## src/rtl/axi_dma_rd_a_pkg.sv

```systemverilog
// Shared HBM width constants and AXI encodings used by the aligned CDMA read engine.
package axi_dma_rd_a_pkg;

  localparam int HBM_DATA_BITS = 512;
  localparam int HBM_ADDR_BITS = 64;
  localparam int HBM_LEN_BITS  = 32;
  localparam int HBM_ID_BITS   = 6;

  localparam logic [1:0] AXI_BURST_INCR   = 2'b01;
  localparam logic [3:0] AXI_CACHE_NORMAL = 4'b0011;

  // Per-burst tag layout: final burst of a request, and final-with-report
  localparam int TAG_BITS  = 2;
  localparam int TAG_FINAL = 1;
  localparam int TAG_CTL   = 0;

endpackage

```

## src/rtl/axi_dma_rd_a_queue.sv

```systemverilog
// Small shift-register FIFO holding one tag per in-flight AR burst; the head is
// the burst whose R beats are currently arriving.
module axi_dma_rd_a_queue #(
  parameter int WIDTH = 2,
  parameter int DEPTH = 8
) (
  input  logic             aclk,
  input  logic             aresetn,
  input  logic             push,
  input  logic [WIDTH-1:0] din,
  input  logic             pop,
  output logic [WIDTH-1:0] dout,
  output logic             empty,
  output logic             full
);

  localparam int CW = $clog2(DEPTH + 1);
  localparam int IW = (DEPTH > 1) ? $clog2(DEPTH) : 1;

  logic [WIDTH-1:0] mem [DEPTH];
  logic [CW-1:0]    count;
  logic             do_push;
  logic             do_pop;
  logic [IW-1:0]    wr_idx;

  assign empty   = (count == '0);
  assign full    = (count == CW'(DEPTH));
  assign do_pop  = pop & !empty;
  assign do_push = push & (!full | do_pop);
  // A simultaneous pop shifts everything down, so the write lands one slot lower
  assign wr_idx  = IW'(do_pop ? count - CW'(1) : count);
  assign dout    = mem[0];

  always_ff @(posedge aclk) begin
    if (!aresetn) begin
      count <= '0;
      for (int i = 0; i < DEPTH; i++) mem[i] <= '0;
    end else begin
      if (do_pop) begin
        for (int i = 0; i < DEPTH - 1; i++) mem[i] <= mem[i + 1];
      end
      if (do_push) mem[wr_idx] <= din;
      count <= count + CW'(do_push) - CW'(do_pop);
    end
  end

endmodule

```

## src/rtl/axi_dma_rd_a.sv

```systemverilog
// Aligned CDMA read engine: splits a burst-aligned region into AXI4 read bursts
// and forwards the returning R beats unbuffered onto an AXI4-Stream.
module axi_dma_rd_a
  import axi_dma_rd_a_pkg::*;
#(
  parameter int BURST_LEN       = 16,
  parameter int DATA_BITS       = HBM_DATA_BITS,
  parameter int ADDR_BITS       = HBM_ADDR_BITS,
  parameter int LEN_BITS        = HBM_LEN_BITS,
  parameter int ID_BITS         = HBM_ID_BITS,
  parameter int MAX_OUTSTANDING = 8
) (
  input  logic                   aclk,
  input  logic                   aresetn,
  input  logic                   ctrl_valid,
  output logic                   stat_ready,
  input  logic [ADDR_BITS-1:0]   ctrl_addr,
  input  logic [LEN_BITS-1:0]    ctrl_len,
  input  logic                   ctrl_ctl,
  output logic                   stat_done,
  output logic                   arvalid,
  input  logic                   arready,
  output logic [ADDR_BITS-1:0]   araddr,
  output logic [ID_BITS-1:0]     arid,
  output logic [7:0]             arlen,
  output logic [2:0]             arsize,
  output logic [1:0]             arburst,
  output logic                   arlock,
  output logic [3:0]             arcache,
  input  logic                   rvalid,
  output logic                   rready,
  input  logic [DATA_BITS-1:0]   rdata,
  input  logic                   rlast,
  input  logic [1:0]             rresp,
  input  logic [ID_BITS-1:0]     rid,
  output logic                   axis_out_tvalid,
  input  logic                   axis_out_tready,
  output logic [DATA_BITS-1:0]   axis_out_tdata,
  output logic [DATA_BITS/8-1:0] axis_out_tkeep,
  output logic                   axis_out_tlast
);

  localparam int DATA_BYTES = DATA_BITS / 8;
  localparam int LOG_DATA   = $clog2(DATA_BYTES);
  localparam int LOG_BURST  = $clog2(BURST_LEN);
  localparam int TXN_BITS   = LEN_BITS - LOG_DATA - LOG_BURST;
  localparam int CNT_BITS   = $clog2(MAX_OUTSTANDING + 1);
  localparam logic [ADDR_BITS-1:0] BURST_BYTES = ADDR_BITS'(BURST_LEN * DATA_BYTES);
  localparam logic [7:0]           FULL_ARLEN  = 8'(BURST_LEN - 1);

  logic                 busy;
  logic                 ctl_q;
  logic [TXN_BITS-1:0]  txn_left;
  logic [7:0]           final_len;
  logic [CNT_BITS-1:0]  out_cnt;
  logic                 q_full;
  logic                 q_empty;
  logic [TAG_BITS-1:0]  q_head;

  logic                 accept;
  logic                 ar_hs;
  logic                 r_hs;
  logic                 last_hs;
  logic                 cnt_dec;
  logic                 final_ar;
  logic                 credit_ok;
  logic [TXN_BITS-1:0]  req_full;
  logic [LOG_BURST-1:0] req_part;
  logic                 req_partial;
  logic                 unused_ok;

  assign accept      = ctrl_valid & !busy;
  assign req_full    = ctrl_len[LEN_BITS-1 -: TXN_BITS];
  assign req_part    = ctrl_len[LOG_DATA +: LOG_BURST];
  assign req_partial = |req_part;
  assign ar_hs       = arvalid & arready;
  assign r_hs        = rvalid & rready;
  assign last_hs     = r_hs & rlast;
  assign cnt_dec     = last_hs & (out_cnt != '0);
  assign final_ar    = (txn_left == '0);
  assign credit_ok   = (out_cnt < CNT_BITS'(MAX_OUTSTANDING)) & !q_full;
  assign unused_ok   = ^{rresp, rid, ctrl_len[LOG_DATA-1:0]};

  // txn_left counts the bursts still to issue after the current one
  always_ff @(posedge aclk) begin
    if (!aresetn) begin
      busy      <= 1'b0;
      arvalid   <= 1'b0;
      ctl_q     <= 1'b0;
      txn_left  <= '0;
      final_len <= '0;
      araddr    <= '0;
    end else begin
      if (accept) begin
        busy      <= 1'b1;
        araddr    <= ctrl_addr;
        ctl_q     <= ctrl_ctl;
        txn_left  <= req_partial ? req_full : req_full - TXN_BITS'(1);
        final_len <= req_partial ? 8'(req_part - LOG_BURST'(1)) : FULL_ARLEN;
      end
      if (ar_hs) begin
        arvalid  <= 1'b0;
        araddr   <= araddr + BURST_BYTES;
        txn_left <= txn_left - TXN_BITS'(1);
        if (final_ar) busy <= 1'b0;
      end else if (busy && !arvalid && credit_ok) begin
        arvalid <= 1'b1;
      end
    end
  end

  always_ff @(posedge aclk) begin
    if (!aresetn) begin
      out_cnt <= '0;
    end else if (ar_hs && !cnt_dec) begin
      out_cnt <= out_cnt + CNT_BITS'(1);
    end else if (!ar_hs && cnt_dec) begin
      out_cnt <= out_cnt - CNT_BITS'(1);
    end
  end

  axi_dma_rd_a_queue #(
    .WIDTH(TAG_BITS),
    .DEPTH(MAX_OUTSTANDING)
  ) u_burst_q (
    .aclk   (aclk),
    .aresetn(aresetn),
    .push   (ar_hs),
    .din    ({final_ar, final_ar & ctl_q}),
    .pop    (last_hs),
    .dout   (q_head),
    .empty  (q_empty),
    .full   (q_full)
  );

  assign arlen   = final_ar ? final_len : FULL_ARLEN;
  assign arid    = '0;
  assign arsize  = 3'(LOG_DATA);
  assign arburst = AXI_BURST_INCR;
  assign arlock  = 1'b0;
  assign arcache = AXI_CACHE_NORMAL;

  assign stat_ready      = !busy;
  assign axis_out_tvalid = rvalid;
  assign rready          = axis_out_tready;
  assign axis_out_tdata  = rdata;
  assign axis_out_tkeep  = '1;
  assign axis_out_tlast  = rlast & !q_empty & q_head[TAG_FINAL];
  assign stat_done       = r_hs & axis_out_tlast & q_head[TAG_CTL];

endmodule

```

## config.mk

```make
export PLATFORM = sky130hd
export DESIGN_NAME = axi_dma_rd_a
export DESIGN_NICKNAME = d
export VERILOG_FILES = /design/src/rtl/axi_dma_rd_a_pkg.sv /design/src/rtl/axi_dma_rd_a_queue.sv /design/src/rtl/axi_dma_rd_a.sv
export SDC_FILE = /design/constraint.sdc
export NUM_CORES = 1
export LEC_CHECK = 0
export BUFFER_PORTS_ARGS = -buffer_cell sky130_fd_sc_hd__buf_2
export CORE_AREA = 5 5 502 504
export DETAILED_ROUTE_END_ITERATION = 12
export DIE_AREA = 0 0 507 509
export GPL_ROUTABILITY_DRIVEN = 0
export PLACE_DENSITY = 0.3
export SLEW_MARGIN = 20
export SYNTH_ARGS = -nofsm -noshare
export SYNTH_HDL_FRONTEND = slang
export SYNTH_SLANG_ARGS = --single-unit
```

## constraint.sdc

```tcl
create_clock -name aclk -period 3.65 [get_ports aclk]
set_clock_uncertainty 0.2 [all_clocks]
set_input_delay 0.365 -clock aclk [delete_from_list [all_inputs] [get_ports aclk]]
set_output_delay 0.365 -clock aclk [all_outputs]
set_load 0.02 [all_outputs]
```

# == After elaboration in Yosys (flattened, before gate mapping) ==
# Memories as Yosys holds them, arrays and structs flattened.
# Index checks and enable logic that the tools add are counted.
# totals
reg_bits,105
latchBits,0
ramBits,16
mem_bits_ro,0
input_bits,624
out_inout_bits,670
word_cells,90
n_memories,1
# mem_list
name,depth,word_bits,rd,rd_ports_with_merged_regs,wr,line,text
u_burst_q.mem,8,2,8,0,8,axi_dma_rd_a_queue.sv:20,logic [WIDTH-1:0] mem [DEPTH];
# classes
add_sub_neg,9
n_mul,0
div_mod_pow,0
n_lt_le_gt_ge,1
n_eq_ne,1
n_shift,0
n_mux,30
n_bitwise,22
n_reduce_logical,18
# op_table
operator,count
64-bit 2-to-1 mux,2
22-bit 2-to-1 mux,3
"64-bit by 11-bit adder with 64-bit output, second input constant",1
"22-bit by 1-bit subtractor with 22-bit output, second input constant",2
22-bit zero test,1
2-bit 2-to-1 mux,8
8-bit 2-to-1 mux,2
1-bit AND,13
1-bit 2-to-1 mux,11
4-bit 2-to-1 mux,2
1-bit OR,8
1-bit zero test,6
3-bit 2-to-1 mux,2
"4-bit by 1-bit subtractor with 5-bit output, second input constant",1
4-bit by 1-bit adder with 4-bit output,1
"4-bit by 1-bit adder with 4-bit output, second input constant",1
"4-bit == test, second input constant",1
1-bit logical AND,4
4-bit zero test,1
"4-bit less-than comparator, second input constant",1
2-bit nonzero test,2
4-bit nonzero test,1
2-bit OR reduction,2
4-bit OR reduction,1
4 further kinds,4

# == Logic depth before layout (Yosys ltp) ==
# depth
depth_word,10
depth_mapped,12
depth_no_buf,12

# == Modules after synthesis ==
# From an unflattened synthesis, not the netlist that was laid out.
# unflattened
hier_cells,1540
hier_area_um2,11995.3
# modules_own_cells
mod,n_inst,cells_each,area_each_um2,seq_area_each_um2
axi_dma_rd_a,1,1406,10626.4,1961.9
axi_dma_rd_a_queue,1,134,1368.8,540.5

# == Worst setup path before layout ==
# Ideal clock, no wire load.
# synth_path
path_kind,flip-flop to flip-flop
start,register arvalid
end,register out_cnt[3]
setup_ns,0.070
t_arrival_ns,2.795
required_time_ns,3.380
path_slack_ns,0.585
stages_incl_launch_ff,13
path_buffers,2
period_less_slack_ns,3.065
cell_sequence,dfxtp_1 > nand2_1 > inv_1 > clkbuf_1 > clkbuf_1 > ha_1 > inv_1 > ha_1 > a21o_1 > a21oi_1 > xnor2_1 > or3_1 > a21oi_1
# synth_via
elab_chain_len,4
word_cells_on_any_way,6
classes_between,mux (1); bitwise (1); reduce/logical (4)
# synth_lines
item,line,text
start: declaration,axi_dma_rd_a.sv:21,"output logic arvalid,"
start signal: assignment,axi_dma_rd_a.sv:88,arvalid <= 1'b0;
start signal: assignment,axi_dma_rd_a.sv:102,arvalid <= 1'b0;
start signal: assignment,axi_dma_rd_a.sv:107,arvalid <= 1'b1;
1-bit AND *,axi_dma_rd_a.sv:76,assign ar_hs = arvalid & arready;
1-bit zero test,axi_dma_rd_a.sv:117,end else if (!ar_hs && cnt_dec) begin
1-bit logical AND,axi_dma_rd_a.sv:117,
2-bit nonzero test (no source line),-,
end signal: assignment,axi_dma_rd_a.sv:116,out_cnt <= out_cnt + CNT_BITS'(1);
end signal: assignment,axi_dma_rd_a.sv:118,out_cnt <= out_cnt - CNT_BITS'(1);
end: declaration,axi_dma_rd_a.sv:55,logic [CNT_BITS-1:0] out_cnt;
# Every way passes the cells marked *; elsewhere a longest branch is shown, timed or not.
# A chain may end at the register's enable or synchronous reset.

# == Final worst setup path ==
# layout_path
start,register txn_left[2]
end,output port arlen[2]
# layout_via
elab_chain_len,2
# layout_lines
item,line,text
start: declaration,axi_dma_rd_a.sv:53,logic [TXN_BITS-1:0] txn_left;
start signal: assignment,axi_dma_rd_a.sv:98,txn_left <= req_partial ? req_full : req_full - TXN_BITS'(1);
start signal: assignment,axi_dma_rd_a.sv:104,txn_left <= txn_left - TXN_BITS'(1);
22-bit zero test,axi_dma_rd_a.sv:80,assign final_ar = (txn_left == '0);
8-bit 2-to-1 mux,axi_dma_rd_a.sv:136,assign arlen = final_ar ? final_len : FULL_ARLEN;
end: declaration,axi_dma_rd_a.sv:25,"output logic [7:0] arlen,"
# No other way between the ends.

==> results.md <==
- Post-synthesis sequential area ratio: about a fifth
- Remaining antenna violation count after routing: 0
- Category of the worst setup path launch point: flop
- WL per Instance: roughly 27 µm
- Register-to-Register Path Depth: 5
- Antenna violations before repair: 21
- Cells after synthesis: approximately 1500
- Normalized max-slew margin: a little over two fifths
- Hold_ws: ~39 ps
- Kind of capture point of the worst setup path: primary output
- Vias per cell: between 2 and 2.5
- Clock tree from TritonCTS: built
- Async S/R FF share, synth: 0%
- Leakage Power: approximately 4.2 nW
- HPWL reported at the end of detailed placement: 108500 µm
- Number of max-slew violations in the final report: 0
- Vertical die dimension: 509 µm
- Maximum number of pins on one net before global-route repair: between 70 and 80
- Max Clock Freq: 313.9 MHz
- RSZ-0062 raised after global routing: false
- Maximum ir drop on the vdd rail: about 170 µV
- Post-route minimum period: about 3200 ps
- Critical-path cell list: or4_4, nor4_2, nand4_1, buf_4, or2_2, buf_2
- Number of flops mapped to enable cells by yosys: 14
- Total negative setup slack: 0 ps
- Count of maximum capacitance violations: 0
- Fin crit share: 87.28%
- Worst path max stage delay: between 600 and 700 ps
- Number of global-route vias before repair: approximately 9000
- Combined flip-flop and latch cell area: between 2000 and 3000 µm²
- CTS Sinks: 118
- P per Cell Area: 348.4 nW/µm²
- Hold Path Stages: 3
- CORE AREA: roughly 250000 µm²
- WL final: 120000 µm
- Fill count: around 29000
- Initial core utilization: under 10%
- Worst Path Max Fanout: 15
- # DRC: 0
- Library cells used by synthesis: 85
- CTS root buffer: sky130_fd_sc_hd__clkbuf_16
- Clock slew seen by the registers of the worst setup and hold paths: around 60 ps
- Number of buffers inserted to repair setup after CTS: 0
- Overall via count from detail_route: between 9000 and 10000
- Total count of hold-check failures in the final report: 0
- Number of H-tree levels: 4
- Summed instance area of the synthesized netlist: approximately 12000 µm²
- Relative area change from synthesis to final layout: 17.32%
- Crit Path Class: reg2out
- Commonest non-fill, non-tap cells in the layout: sky130_fd_sc_hd__buf_2 (175), sky130_fd_sc_hd__nand2_1 (117), sky130_fd_sc_hd__dfxtp_1 (104), sky130_fd_sc_hd__conb_1 (80), sky130_fd_sc_hd__nor2_1 (71)
- Syn_area_per_cell: ~7.9 µm²
- Resized Gates After CTS: 0
- Crit path DAT: between 2000 and 3000 ps
- # nets final: 1860
- Number of warnings reported in the yosys synthesis log: 0
- Clock latency at the later pin of the worst-skew pair: ~530 ps
- Data required, critical path: about 3100 ps
- Multi-input logic area: just under 5000 µm²
- Maximum root-to-sink buffer count: 3
- FF+latch count, synth: 118
- Width of the die: a little over 500 µm
- DRT Pass-1 Iters: 5
- Fraction of layout instances using a drive strength above 1: between 20% and 30%
- Global route total overflow: 0
- Result of the run: complete, no violations
- Wire length of the first global-routing pass: around 140000 µm
- Die Area: about 260000 µm²
- Port bufs: about 180
- Detailed router's first-iteration violation count: 380
- Number of buffers added by the clock tree synthesis step: 25
- Row cnt: ~180
- Dominant register cell in the synthesized netlist: sky130_fd_sc_hd__dfxtp_1
- Flop2flop setup slack: 860 ps
- Worst path slowest cell: sky130_fd_sc_hd__or4_4
- Final setup violation count: 0
- Overall fraction of global-route tracks in use: under 10%
- Pin slew with the least headroom to its limit: ~850 ps
- Most common cell after layout, fill and taps aside: sky130_fd_sc_hd__buf_2
- Count of pins on the block boundary: roughly 1300
- Min-Delay Path Class: in2reg
cell families (layout without fill, tap and decap cells):
logic type,Yosys count,in the layout,share of synthesized area (%)
DFF,118,118,21.12
muxes,29,29,2.567
xor gates and xnor gates,23,23,1.700
buffers and inverters,684,326,40.87
other,2,82,0.06339
AOI/OAI and AO/OA,213,213,12.62
and+or+nand+nor,420,420,19.23
adders and majority gates,16,16,1.817
layout make-up:
type	instances	area share (%)
Inverter	31	0.8372
Clock inverter	1	0.02701
Antenna cell	2	0.03601
Sequential cell	118	18.01
Multi-Input combinational cell	781	34.79
Tap cell	3237	29.14
Timing Repair Buffer	263	12.28
Clock buffer	31	4.879
flip-flops by register name (all words and copies together) (netlist names):
signal,count
ctl_q,1
busy,1
u_burst_q.mem,16
araddr,64
txn_left,22
out_cnt,4
arvalid,1
final_len,5
u_burst_q.count,4
worst max-delay path: cells and delay by family (launching register included):
family	cells	cell delay (ps)
and+or+nand+nor	4	1330
DFF	1	340
buffers and inverters	2	390
Yosys cell counts (all sizes together) (4+ instances only):
cell type	number	share of area (%)
buf	612	39
nand2	119	3.8
dfxtp	104	18
nor2	73	2.3
a21oi	53	2.2
nand3	44	1.9
clkbuf	41	1.3
nand4	31	1.8
inv	30	0.95
nor4	30	2.3
o21ai	29	1.2
nor3	28	1.3
mux2i	24	2.0
a211oi	20	1.4
and3	17	0.90
xnor2	16	1.2
a31oi	14	0.74
and4	14	1.0
edfxtp	14	3.5
ha	14	1.5
or3	14	0.74
or4	13	0.95
or2	10	0.53
o211ai	9	0.57
o31ai	9	0.57
and2	8	0.42
o21a	7	0.44
o31a	7	0.52
xor2	7	0.52
o221ai	6	0.44
a211o	5	0.37
a221oi	5	0.37
mux2	5	0.54
nand2b	5	0.33
a21o	4	0.25
a22o	4	0.30
a311oi	4	0.30
nand4b	4	0.30
power by group:
group          switching, W  internal (W)  leakage (nW)
clock network      0.000758       0.00128         0.335
logic              0.000790      0.000421          2.90
registers          0.000155       0.00144          1.00
worst paths after layout:
path,to,startpoint
worst max register to register,araddr[40]$_SDFFE_PN0P_,araddr[35]$_SDFFE_PN0P_
worst min register to register,araddr[1]$_SDFFE_PN0P_,araddr[1]$_SDFFE_PN0P_
worst min-delay path,txn_left[16]$_SDFFE_PN0P_,ctrl_len[26]
worst max-delay path,arlen[2],txn_left[2]$_SDFFE_PN0P_
layer usage:
| layer | part of all wire [%] | vias up | track usage, % |
|---|---|---|---|
| li1 | - | 3946 | - |
| met1 | 16 | 4083 | 4.070 |
| met2 | 43 | 928 | 13.51 |
| met3 | 34 | 375 | 13.87 |
| met4 | 6.8 | 24 | 5.537 |
| met5 | 0.20 | - | 0.3333 |
repair_timing:
action	CTS	global route
endpoints found under the setup margin	0	0
hold buffers	63	0
endpoints found under the hold margin	62	0
per-stage QoR:
step	area [µm²]	total power (W)	utilization (%)	std cells	worst slack, ps
3_5_place_dp	12580	0.002809	5.088	4367	798.2
3_3_place_gp	12580	0.002813	5.088	4367	741.3
6_report	13900	0.004842	5.620	4464	464.2
5_1_grt	13900	0.005123	5.619	4463	296.6
2_1_floorplan	12140	0.003183	-	1583	584.6
4_1_cts	13890	0.004986	5.618	4462	392.7
(Power assumes the default switching activity.)
